## config.mk

```make
export PLATFORM = sky130hd
export DESIGN_NAME = control_unit_flat
export DESIGN_NICKNAME = d
export VERILOG_FILES = /design/src/rtl/cpu_pkg.sv /design/src/rtl/control_unit_if.sv /design/src/rtl/control_unit_instr_fields.sv /design/src/rtl/control_unit.sv /design/src/flat_wrapper.sv
export SDC_FILE = /design/constraint.sdc
export NUM_CORES = 1
export LEC_CHECK = 0
export BUFFER_PORTS_ARGS = -buffer_cell sky130_fd_sc_hd__buf_4
export CORE_MARGIN = 3
export CORE_UTILIZATION = 50
export CTS_BUF_LIST = sky130_fd_sc_hd__clkbuf_8 sky130_fd_sc_hd__clkbuf_16
export CTS_CLUSTER_SIZE = 12
export DETAILED_ROUTE_END_ITERATION = 16
export GPL_ROUTABILITY_DRIVEN = 0
export PLACE_DENSITY = 0.82
export SYNTH_ARGS = -nofsm -noshare
export SYNTH_HDL_FRONTEND = slang
export SYNTH_SLANG_ARGS = --single-unit
```

## constraint.sdc

```tcl
create_clock -name Clk -period 2.3 [get_ports Clk]
set_clock_uncertainty 0.05 [all_clocks]
set_input_delay 0.115 -clock Clk [delete_from_list [all_inputs] [get_ports Clk]]
set_output_delay 0.115 -clock Clk [all_outputs]
set_load 0.05 [all_outputs]
```

## src/rtl/cpu_pkg.sv

```systemverilog
// Shared types and constants for the 16-bit processor control path.
package cpu_pkg;

  typedef enum logic [3:0] {
    S_INIT   = 4'd0,
    S_FETCH  = 4'd1,
    S_DECODE = 4'd2,
    S_LOAD_A = 4'd3,
    S_LOAD_B = 4'd4,
    S_STORE  = 4'd5,
    S_ADD    = 4'd6,
    S_SUB    = 4'd7,
    S_NOOP   = 4'd8,
    S_HALT   = 4'd9
  } state_t;

  localparam logic [3:0] OP_NOOP  = 4'h0;
  localparam logic [3:0] OP_STORE = 4'h1;
  localparam logic [3:0] OP_LOAD  = 4'h2;
  localparam logic [3:0] OP_ADD   = 4'h3;
  localparam logic [3:0] OP_SUB   = 4'h4;
  localparam logic [3:0] OP_HALT  = 4'h5;

  localparam logic [2:0] ALU_PASS = 3'b000;
  localparam logic [2:0] ALU_ADD  = 3'b001;
  localparam logic [2:0] ALU_SUB  = 3'b010;

endpackage

```

## src/rtl/control_unit_if.sv

```systemverilog
// Control-unit bus: instruction in, PC/IR/data-memory/register-file/ALU controls out.
interface control_unit_if #(
  parameter int unsigned DAW  = 8,
  parameter int unsigned RAW  = 4,
  parameter int unsigned ALUW = 3
);
  logic [15:0]     IR;
  logic            PC_Clr;
  logic            PC_Up;
  logic            IR_Ld;
  logic [DAW-1:0]  D_Addr;
  logic            D_Wr;
  logic            RF_s;
  logic [RAW-1:0]  RF_W_Addr;
  logic            RF_W_En;
  logic [RAW-1:0]  RF_Ra_Addr;
  logic [RAW-1:0]  RF_Rb_Addr;
  logic [ALUW-1:0] ALU_s0;
  logic [3:0]      State;

  modport master (
    input  IR,
    output PC_Clr, PC_Up, IR_Ld, D_Addr, D_Wr, RF_s, RF_W_Addr, RF_W_En,
           RF_Ra_Addr, RF_Rb_Addr, ALU_s0, State
  );

  modport slave (
    output IR,
    input  PC_Clr, PC_Up, IR_Ld, D_Addr, D_Wr, RF_s, RF_W_Addr, RF_W_En,
           RF_Ra_Addr, RF_Rb_Addr, ALU_s0, State
  );
endinterface

```

## src/rtl/control_unit_instr_fields.sv

```systemverilog
// Combinational split of the instruction word into opcode and operand fields.
module instr_fields #(
  parameter int unsigned DAW = 8,
  parameter int unsigned RAW = 4
) (
  input  logic [15:0]    IR,
  output logic [3:0]     op,
  output logic [DAW-1:0] daddr,
  output logic [RAW-1:0] ra,
  output logic [RAW-1:0] rb,
  output logic [RAW-1:0] rw
);
  // ra/rb overlap daddr: arithmetic and memory formats share IR[11:4].
  assign op    = IR[15:12];
  assign daddr = IR[4 +: DAW];
  assign ra    = IR[8 +: RAW];
  assign rb    = IR[4 +: RAW];
  assign rw    = IR[0 +: RAW];
endmodule

```

## src/rtl/control_unit.sv

```systemverilog
// Instruction-sequencing FSM: FETCH, DECODE, execute; drives PC, IR, memory, RF and ALU controls.
module control_unit
  import cpu_pkg::*;
#(
  parameter int unsigned DAW  = 8,
  parameter int unsigned RAW  = 4,
  parameter int unsigned ALUW = 3
) (
  input  logic           Clk,
  input  logic           Clr,
  control_unit_if.master bus
);

  state_t          state, nxt;
  logic [3:0]      op;
  logic [DAW-1:0]  f_daddr;
  logic [RAW-1:0]  f_ra, f_rb, f_rw;

  logic            n_pc_clr, n_pc_up, n_ir_ld, n_d_wr, n_rf_s, n_rf_w_en;
  logic [DAW-1:0]  n_d_addr;
  logic [RAW-1:0]  n_rf_w_addr, n_rf_ra, n_rf_rb;
  logic [ALUW-1:0] n_alu;

  instr_fields #(.DAW(DAW), .RAW(RAW)) u_fields (
    .IR    (bus.IR),
    .op    (op),
    .daddr (f_daddr),
    .ra    (f_ra),
    .rb    (f_rb),
    .rw    (f_rw)
  );

  always_comb begin
    nxt = state;
    case (state)
      S_INIT:   nxt = S_FETCH;
      S_FETCH:  nxt = S_DECODE;
      S_DECODE: begin
        case (op)
          OP_STORE: nxt = S_STORE;
          OP_LOAD:  nxt = S_LOAD_A;
          OP_ADD:   nxt = S_ADD;
          OP_SUB:   nxt = S_SUB;
          OP_HALT:  nxt = S_HALT;
          default:  nxt = S_NOOP;
        endcase
      end
      S_LOAD_A: nxt = S_LOAD_B;
      S_HALT:   nxt = S_HALT;
      default:  nxt = S_FETCH;
    endcase
  end

  // Outputs are decoded from the state being entered so they are registered yet
  // still Moore-aligned with State; IR is stable from DECODE onwards.
  always_comb begin
    n_pc_clr    = 1'b1;
    n_pc_up     = 1'b0;
    n_ir_ld     = 1'b0;
    n_d_addr    = '0;
    n_d_wr      = 1'b0;
    n_rf_s      = 1'b0;
    n_rf_w_addr = '0;
    n_rf_w_en   = 1'b0;
    n_rf_ra     = '0;
    n_rf_rb     = '0;
    n_alu       = ALUW'(ALU_PASS);
    case (nxt)
      S_INIT:  n_pc_clr = 1'b0;
      S_FETCH: begin
        n_ir_ld = 1'b1;
        n_pc_up = 1'b1;
      end
      S_STORE: begin
        n_d_addr = f_daddr;
        n_rf_ra  = f_rw;
        n_d_wr   = 1'b1;
      end
      S_LOAD_A, S_LOAD_B: begin
        n_d_addr    = f_daddr;
        n_rf_s      = 1'b1;
        n_rf_w_addr = f_rw;
        n_rf_w_en   = (nxt == S_LOAD_B);
      end
      S_ADD, S_SUB: begin
        n_rf_ra     = f_ra;
        n_rf_rb     = f_rb;
        n_rf_w_addr = f_rw;
        n_rf_w_en   = 1'b1;
        n_alu       = (nxt == S_ADD) ? ALUW'(ALU_ADD) : ALUW'(ALU_SUB);
      end
      default: ;
    endcase
  end

  always_ff @(posedge Clk or negedge Clr) begin
    if (!Clr) begin
      state          <= S_INIT;
      bus.PC_Clr     <= 1'b0;
      bus.PC_Up      <= 1'b0;
      bus.IR_Ld      <= 1'b0;
      bus.D_Addr     <= '0;
      bus.D_Wr       <= 1'b0;
      bus.RF_s       <= 1'b0;
      bus.RF_W_Addr  <= '0;
      bus.RF_W_En    <= 1'b0;
      bus.RF_Ra_Addr <= '0;
      bus.RF_Rb_Addr <= '0;
      bus.ALU_s0     <= '0;
    end else begin
      state          <= nxt;
      bus.PC_Clr     <= n_pc_clr;
      bus.PC_Up      <= n_pc_up;
      bus.IR_Ld      <= n_ir_ld;
      bus.D_Addr     <= n_d_addr;
      bus.D_Wr       <= n_d_wr;
      bus.RF_s       <= n_rf_s;
      bus.RF_W_Addr  <= n_rf_w_addr;
      bus.RF_W_En    <= n_rf_w_en;
      bus.RF_Ra_Addr <= n_rf_ra;
      bus.RF_Rb_Addr <= n_rf_rb;
      bus.ALU_s0     <= n_alu;
    end
  end

  assign bus.State = state;

endmodule

```

## src/flat_wrapper.sv

```systemverilog
// flat-port wrapper written by rule: the top's interface ports become plain ports
module control_unit_flat import cpu_pkg::*;
#(
  parameter int unsigned DAW  = 8,
  parameter int unsigned RAW  = 4,
  parameter int unsigned ALUW = 3
)
  (Clk, Clr, bus_IR, bus_PC_Clr, bus_PC_Up, bus_IR_Ld, bus_D_Addr, bus_D_Wr, bus_RF_s, bus_RF_W_Addr, bus_RF_W_En, bus_RF_Ra_Addr, bus_RF_Rb_Addr, bus_ALU_s0, bus_State);
  control_unit_if #(.DAW(DAW), .RAW(RAW), .ALUW(ALUW)) bus_i ();
  input  logic Clk;
  input  logic Clr;
  input wire logic [$bits(bus_i.IR)-1:0] bus_IR;
  output wire logic [$bits(bus_i.PC_Clr)-1:0] bus_PC_Clr;
  output wire logic [$bits(bus_i.PC_Up)-1:0] bus_PC_Up;
  output wire logic [$bits(bus_i.IR_Ld)-1:0] bus_IR_Ld;
  output wire logic [$bits(bus_i.D_Addr)-1:0] bus_D_Addr;
  output wire logic [$bits(bus_i.D_Wr)-1:0] bus_D_Wr;
  output wire logic [$bits(bus_i.RF_s)-1:0] bus_RF_s;
  output wire logic [$bits(bus_i.RF_W_Addr)-1:0] bus_RF_W_Addr;
  output wire logic [$bits(bus_i.RF_W_En)-1:0] bus_RF_W_En;
  output wire logic [$bits(bus_i.RF_Ra_Addr)-1:0] bus_RF_Ra_Addr;
  output wire logic [$bits(bus_i.RF_Rb_Addr)-1:0] bus_RF_Rb_Addr;
  output wire logic [$bits(bus_i.ALU_s0)-1:0] bus_ALU_s0;
  output wire logic [$bits(bus_i.State)-1:0] bus_State;
  assign bus_i.IR = bus_IR;
  assign bus_PC_Clr = bus_i.PC_Clr;
  assign bus_PC_Up = bus_i.PC_Up;
  assign bus_IR_Ld = bus_i.IR_Ld;
  assign bus_D_Addr = bus_i.D_Addr;
  assign bus_D_Wr = bus_i.D_Wr;
  assign bus_RF_s = bus_i.RF_s;
  assign bus_RF_W_Addr = bus_i.RF_W_Addr;
  assign bus_RF_W_En = bus_i.RF_W_En;
  assign bus_RF_Ra_Addr = bus_i.RF_Ra_Addr;
  assign bus_RF_Rb_Addr = bus_i.RF_Rb_Addr;
  assign bus_ALU_s0 = bus_i.ALU_s0;
  assign bus_State = bus_i.State;
  control_unit #(.DAW(DAW), .RAW(RAW), .ALUW(ALUW)) u_core (.Clk(Clk), .Clr(Clr), .bus(bus_i));
endmodule
```

==> results.md, run 1 <==
* Status: finished clean
* Nets at around 170
* Synth cell types at 28
* Ys async rst share at 100.0%
* Top cells by count, synth: 31 x dfrtp_1, 14 x and2_1, 6 x a21oi_1, 5 x and3_1, 5 x nand2_1
* Gr usage total at 19.30%
* Synth area leader: dfrtp_1
* First-pass GRT wire length at between 4000 and 5000 um
* Via Count at between 900 and 1000
* Number of global-route vias before repair at 911
* Max Cap Viol at 0
* Syn Area/Cell at around 12 um2
* Area of the core at 0.002276 mm2
* CTS root buffer: clkbuf_8
* Largest net degree at the start of global routing at 32
* Crit path required time at about 2.5 ns
* CTS resizes at 0
* Largest cells by area after synthesis: dfrtp_1 63%, and2_1 7.1%, and3_1 2.6%
* Fillers at 146
* Most common cell in the netlist: dfrtp_1
* Share of post-route cells with drive strength above 1 at around two fifths
* Slew HR at between 50% and 60%
* Area Overhead vs Synth at 39.69%
* Drt first pass iters at 4
* Post-DP HPWL at ~2100 um
* Static Leak at ~0.9 nW
* Initial Util at around 54%
* Vias/cell at around 5.3
* Post-CTS setup buffers at 0
* Number of flops mapped to enable cells by yosys at 0
* Initial antenna violation count at 0
* # DRC at 0
* Post-synthesis sequential area ratio at approximately 63%
* Wire per inst at around 15 um
* Sequential cell area at around 780 um2
* Minimum clock period after layout at around 1.7 ns
* Final setup viols at 0
* Post-route ant nets at 0
* Mapped Cells at ~100
* Post-synth design cell area at around 0.0012 mm2
* H-Tree Depth at 2
* DRT Wirelength at ~2800 um
* Post-synthesis register bit count at 31
* Fin Hold WS at ~0.0079 ns
* Clock buffer depth at 2
* Unrepaired setup endpoints after global routing: no
* Final hold vios at 0
* Setup_tns at 0 ns
* Startpoint Class: flip-flop
* Worst skew pair latency at about 0.28 ns
* Chip width at between 50 and 60 um
* Worst-Margin Slew at between 0.6 and 0.7 ns
* Area taken by multi-input logic gates at about 400 um2
* WS Path Type: flip-flop to flip-flop
* Final period util at about three quarters
* Number of DRC markers in iteration 0 at 23
* Die Area at roughly 0.0031 mm2
* Core Rows at 17
* Io pins at 51
* Top cell type's share of synthesized area at a little over three fifths
* Crit Path Max Fanout at 7
* Clock sink total at 31
* Predominant post-synthesis flop cell: dfrtp_1
* Ys Warns at 0
* Diodes inserted at 0
* CTS tree: built
* Clk slew on worst S/H paths at 0.06 ns
* PD cells at 1454 mW/mm2
* CP arrival at 1.91 ns
* Syn Nets at between 100 and 150
* Hold WC Path Type: input pin to flip-flop
* Port Buf Inserts at just under 50
* Max Clk Rate at between 500 and 600 MHz
* Crit end category: flip-flop
* Die height at about 56 um
* Num CTS Buffers at 5
* Pins over their slew limit at 0
* Overflow after GRT at 0
* VDD IR-drop max at 0.001040 V
## through the flow
step | cells | util [%] | worst slack, ns | power, mW | instance area, um2
floorplan | 102 | - | 0.4204 | 1.693 | 1226
global placement | 175 | 70.53 | 0.7194 | 2.042 | 1605
detailed placement | 175 | 70.53 | 0.5731 | 2.081 | 1605
CTS | 184 | 75.26 | 0.5693 | 2.502 | 1713
global route | 184 | 75.26 | 0.4117 | 2.610 | 1713
finish | 184 | 75.26 | 0.5520 | 2.491 | 1713
## cells by family after synthesis
family / share of synthesized area [%]
compound gates: 11.84
xor+xnor: 0.7144
buf+inv: 3.162
flops: 63.26
other cells: 0.6125
simple gates: 20.41
## worst max-delay path: stages (launching register included)
cell     delay (ns)
dfrtp_1        0.42
inv_1          0.13
nor3_1         0.38
o21ai_1        0.29
inv_1          0.22
and3_1         0.19
## worst paths after layout
path                                      from                        to  slack (ns)  cells past startpoint
min in group asynchronous                  Clr      u_core.bus.D_Addr[0]        0.25                      2
max in group asynchronous                  Clr       u_core.bus.State[3]        1.68                      2
hold reg to reg            u_core.bus.State[2]          u_core.bus.PC_Up        0.54                      2
setup / recovery           u_core.bus.State[1]  u_core.bus.RF_Rb_Addr[0]        0.55                      5
setup reg to reg           u_core.bus.State[1]  u_core.bus.RF_Rb_Addr[0]        0.55                      5
hold / removal                       bus_IR[6]      u_core.bus.D_Addr[2]       0.008                      2
## routing by layer
layer  global-route usage, %  vias up  share of wire [%]
met3                   6.075       10                6.0
met5                       0        -                  0
met2                   31.08       53                 51
met4                   12.85        0                3.9
met1                   21.83      452                 39
li1                        -      451                  -
## flip-flops by register name, indices dropped and copies added, names as in the netlist
register               count
u_core.bus.PC_Clr          1
u_core.bus.RF_W_Addr       4
u_core.bus.RF_Rb_Addr      4
u_core.bus.D_Wr            1
u_core.bus.PC_Up           1
u_core.bus.D_Addr          8
u_core.bus.RF_s            1
u_core.bus.RF_Ra_Addr      4
u_core.bus.State           4
u_core.bus.ALU_s0          2
u_core.bus.RF_W_En         1
## power breakdown
group,internal [mW],leakage (nW),total [mW],switching [mW]
logic,0.377,0.428,1.29,0.909
clock network,0.234,0.0470,0.416,0.182
registers,0.691,0.418,0.788,0.0968
total,1.30,0.894,2.49,1.19
## layout by cell type, fill, tap and decap left out, types with 2 or more instances in the layout
cell / synthesis / routed
dlygate4sd3_1: 0 / 2
dfrtp_1: 31 / 31
conb_1: 2 / 2
nor3_1: 2 / 2
o211ai_1: 4 / 4
o21ai_0: 3 / 3
nor4b_1: 3 / 3
o21a_1: 2 / 2
a31oi_1: 2 / 2
and3_1: 5 / 5
inv_1: 4 / 4
nand2_1: 5 / 5
nor2_1: 3 / 3
clkbuf_8: 0 / 6
and2_1: 14 / 14
buf_4: 2 / 49
a21oi_1: 6 / 6
nand2b_1: 2 / 2
## timing repair
item,CTS,global route
hold buffers,2,0
hold endpoints to repair,32,0
endpoints found under the setup margin,0,0
## final cells by class
type                       instances  share of cell area, %
clock buffer                       6                  4.821
multi-input combinational         63                  24.03
timing repair buffer              51                  22.64
sequential                        31                  45.29
inverter                           4                 0.8766
tap                               28                  2.045
clock inverter                     1                 0.2922
Power figures use the tool's default switching activity.
==> run 2: changes to the inputs <==
--- a/config.mk
+++ b/config.mk
@@ -5,14 +5,15 @@
 export SDC_FILE = /design/constraint.sdc
 export NUM_CORES = 1
 export LEC_CHECK = 0
+export ABC_AREA = 1
 export BUFFER_PORTS_ARGS = -buffer_cell sky130_fd_sc_hd__buf_4
 export CORE_MARGIN = 3
-export CORE_UTILIZATION = 50
+export CORE_UTILIZATION = 46
 export CTS_BUF_LIST = sky130_fd_sc_hd__clkbuf_8 sky130_fd_sc_hd__clkbuf_16
 export CTS_CLUSTER_SIZE = 12
 export DETAILED_ROUTE_END_ITERATION = 16
 export GPL_ROUTABILITY_DRIVEN = 0
-export PLACE_DENSITY = 0.82
+export PLACE_DENSITY = 0.76
 export SYNTH_ARGS = -nofsm -noshare
 export SYNTH_HDL_FRONTEND = slang
 export SYNTH_SLANG_ARGS = --single-unit
==> constraint.sdc (replaced) <==
create_clock -name Clk -period 1.64 [get_ports Clk]
set_clock_uncertainty 0.05 [all_clocks]
set_input_delay 0.082 -clock Clk [delete_from_list [all_inputs] [get_ports Clk]]
set_output_delay 0.082 -clock Clk [all_outputs]
set_load 0.05 [all_outputs]
==> results.md, run 2 <==
* Status: complete, but fails checks
* Violated checks: setup timing
* Largest net degree at the start of global routing at 32
* CTS root buffer: clkbuf_8
* Vias/cell at 4.668
* Dpl ws at roughly 0.06 ns
* Most common cell in the netlist: dfrtp_1
* DRT Wirelength at between 3000 and 4000 um
* Post-route worst setup slack at -0.02139 ns
* Post-synthesis sequential area ratio at between 60% and 70%
* Minimum clock period after layout at approximately 1.7 ns
* CP arrival at ~1.8 ns
* Max Cap Viol at 0
* Synth cell types at 19
* Synth area leader: dfrtp_1
* Setup_tns at -0.02139 ns
* Post-route total power at 4.376 mW
* Num CTS Buffers at 5
* Most frequent cells in the layout: 58 x buf_4, 27 x dfrtp_1, 20 x inv_1, 18 x nand2_1, 13 x dlygate4sd3_1
* Diodes inserted at 0
* Number of DRC markers in iteration 0 at 31
* Gr usage total at approximately a fifth
* Clk slew on worst S/H paths at ~0.07 ns
* Syn Area/Cell at approximately 9.6 um2
* Worst path cell trace: nand3b_1 > nor2_2 > nor2_2 > nor2_4 > inv_2 > nand3_4 > nand3_4 > nand2_1 > inv_1
* Port Buf Inserts at between 40 and 50
* # DRC at 0
* Via Count at roughly 1100
* Top cells by count, synth: 31 x dfrtp_1, 25 x nand2_1, 24 x inv_1, 13 x nor2_1, 7 x nand3_1
* Ys async rst share at 100.0%
* Largest cells by area after synthesis: dfrtp_1 62%, nand2_1 7.5%, inv_1 7.2%
* Crit end category: flip-flop
* Overflow after GRT at 0
* Area Overhead vs Synth at 58.80%
* Most common cell after layout, fill and taps aside: buf_4
* Number of flops mapped to enable cells by yosys at 0
* Max Clk Rate at 601.9 MHz
* Crit path required time at approximately 1.8 ns
* Post-DP HPWL at 2054 um
* Drt first pass iters at 4
* Biggest register: u_core.bus.D_Addr
* Startpoint Class: flip-flop
* H-Tree Depth at 2
* Initial antenna violation count at 0
* Crit path largest cell delay at 0.42 ns
* Worst skew pair latency at roughly 0.28 ns
* Fin util at around four fifths
* WS Path Type: flip-flop to flip-flop
* Static Leak at ~1.2 nW
* PD cells at 2203 mW/mm2
* Post-synthesis register bit count at 31
* VDD IR-drop max at ~0.0019 V
* Clock sink total at 31
* Area of the core at 0.002522 mm2
* Core Rows at 18
* Hold WC Path Type: input pin to flip-flop
* Die Area at 0.003382 mm2
* Predominant post-synthesis flop cell: dfrtp_1
* Io pins at a little over 50
* Number of global-route vias before repair at between 1000 and 1500
* Final period util at 101.3%
* Final setup viols at 1
* Chip width at slightly below 60 um
* Mapped Cells at around 130
* Syn Nets at 149
* Pins over their slew limit at 0
* Ys Warns at 0
* Post-synth design cell area at 0.001251 mm2
* Slowest stage cell, crit path: dfrtp_2
* Clock buffer depth at 2
* Initial Util at between 40% and 50%
* Top cell type's share of synthesized area at roughly 62%
* Unrepaired setup endpoints after global routing: yes
* Nets at about 230
* Share of post-route cells with drive strength above 1 at about half
* Die height at between 50 and 60 um
* Crit Path Max Fanout at 8
* Post-route ant nets at 0
* First-pass GRT wire length at roughly 4900 um
* Largest register FFs at 8
* Wire per inst at 13.51 um
* Final hold vios at 0
* CTS tree: built
## run 2: cell count changes in the layout (fill, tap and decap cells not counted), moves of 10 or more
cell | previous run | this run
inv_1 | 4 | 20
and2_1 | 14 | 0
nand2_1 | 5 | 18
dlygate4sd3_1 | 2 | 13
nand2_2 | 0 | 10
## run 2: final timing paths
kind	end	depth (start not counted)	slack, ns	from
max	u_core.bus.D_Addr[5]	9	-0.02	u_core.bus.State[2]
min	u_core.bus.State[3]	5	0.18	bus_IR[12]
max reg2reg	u_core.bus.D_Addr[5]	9	-0.02	u_core.bus.State[2]
min reg2reg	u_core.bus.PC_Up	3	0.53	u_core.bus.State[1]
max in group asynchronous	u_core.bus.State[0]	2	1.02	Clr
min in group asynchronous	u_core.bus.RF_Rb_Addr[1]	2	0.22	Clr
## run 2: layout make-up
| type | count | area [um2] |
|---|---|---|
| Timing Repair Buffer | 71 | 565.5 |
| Clock inverter | 2 | 35.03 |
| Sequential cell | 31 | 780.7 |
| Inverter | 29 | 108.9 |
| Fill cell | 147 | 535.5 |
| Tap cell | 30 | 37.54 |
| Multi-Input combinational cell | 69 | 376.6 |
| Clock buffer | 6 | 82.58 |
## run 2: cells by family after synthesis
family,count (synthesis),share of synthesized area [%]
AO/OA/AOI/OAI,7,3.099
buffers and inverters,31,9.900
other,2,0.6002
AND/OR/NAND/NOR,60,24.40
flip-flops,31,62.00
## run 2: worst max-delay path, delay by kind of cell, from the launching register on
kind / cells / cell delay [ns]
simple gates: 7 / 0.94
buf+inv: 2 / 0.13
flops: 1 / 0.42
## run 2: power breakdown
| group | internal [mW] | leakage, nW | switching (mW) |
|---|---|---|---|
| Clock | 0.491 | 0.0612 | 0.287 |
| Combinational | 0.778 | 0.686 | 1.71 |
| Sequential | 1.00 | 0.409 | 0.108 |
| Total | 2.27 | 1.16 | 2.11 |
## run 2: per-stage QoR
| step | hold WS (ns) | instance area, um2 | std cells |
|---|---|---|---|
| floorplan | -0.2636 | 1256 | 131 |
| global placement | -0.02794 | 1647 | 208 |
| detailed placement | -0.01996 | 1647 | 208 |
| CTS | 0.1829 | 1894 | 229 |
| global route | 0.2118 | 1987 | 238 |
| finish | 0.1764 | 1987 | 238 |
## run 2: what timing repair did
item                       4_1_cts  5_1_grt
hold buffers                    13        0
gates resized for setup          0       13
hold endpoints to repair        47        0
setup buffers                    0        9
setup endpoints to repair        0       18
## run 2: per-layer routing
| metal | vias up | track usage (%) | share of wire (%) |
|---|---|---|---|
| met5 | - | 0 | 0 |
| met4 | 0 | 11.26 | 2.9 |
| met3 | 7 | 6.904 | 5.6 |
| met2 | 38 | 34.84 | 53 |
| met1 | 531 | 20.35 | 39 |
| li1 | 535 | - | - |
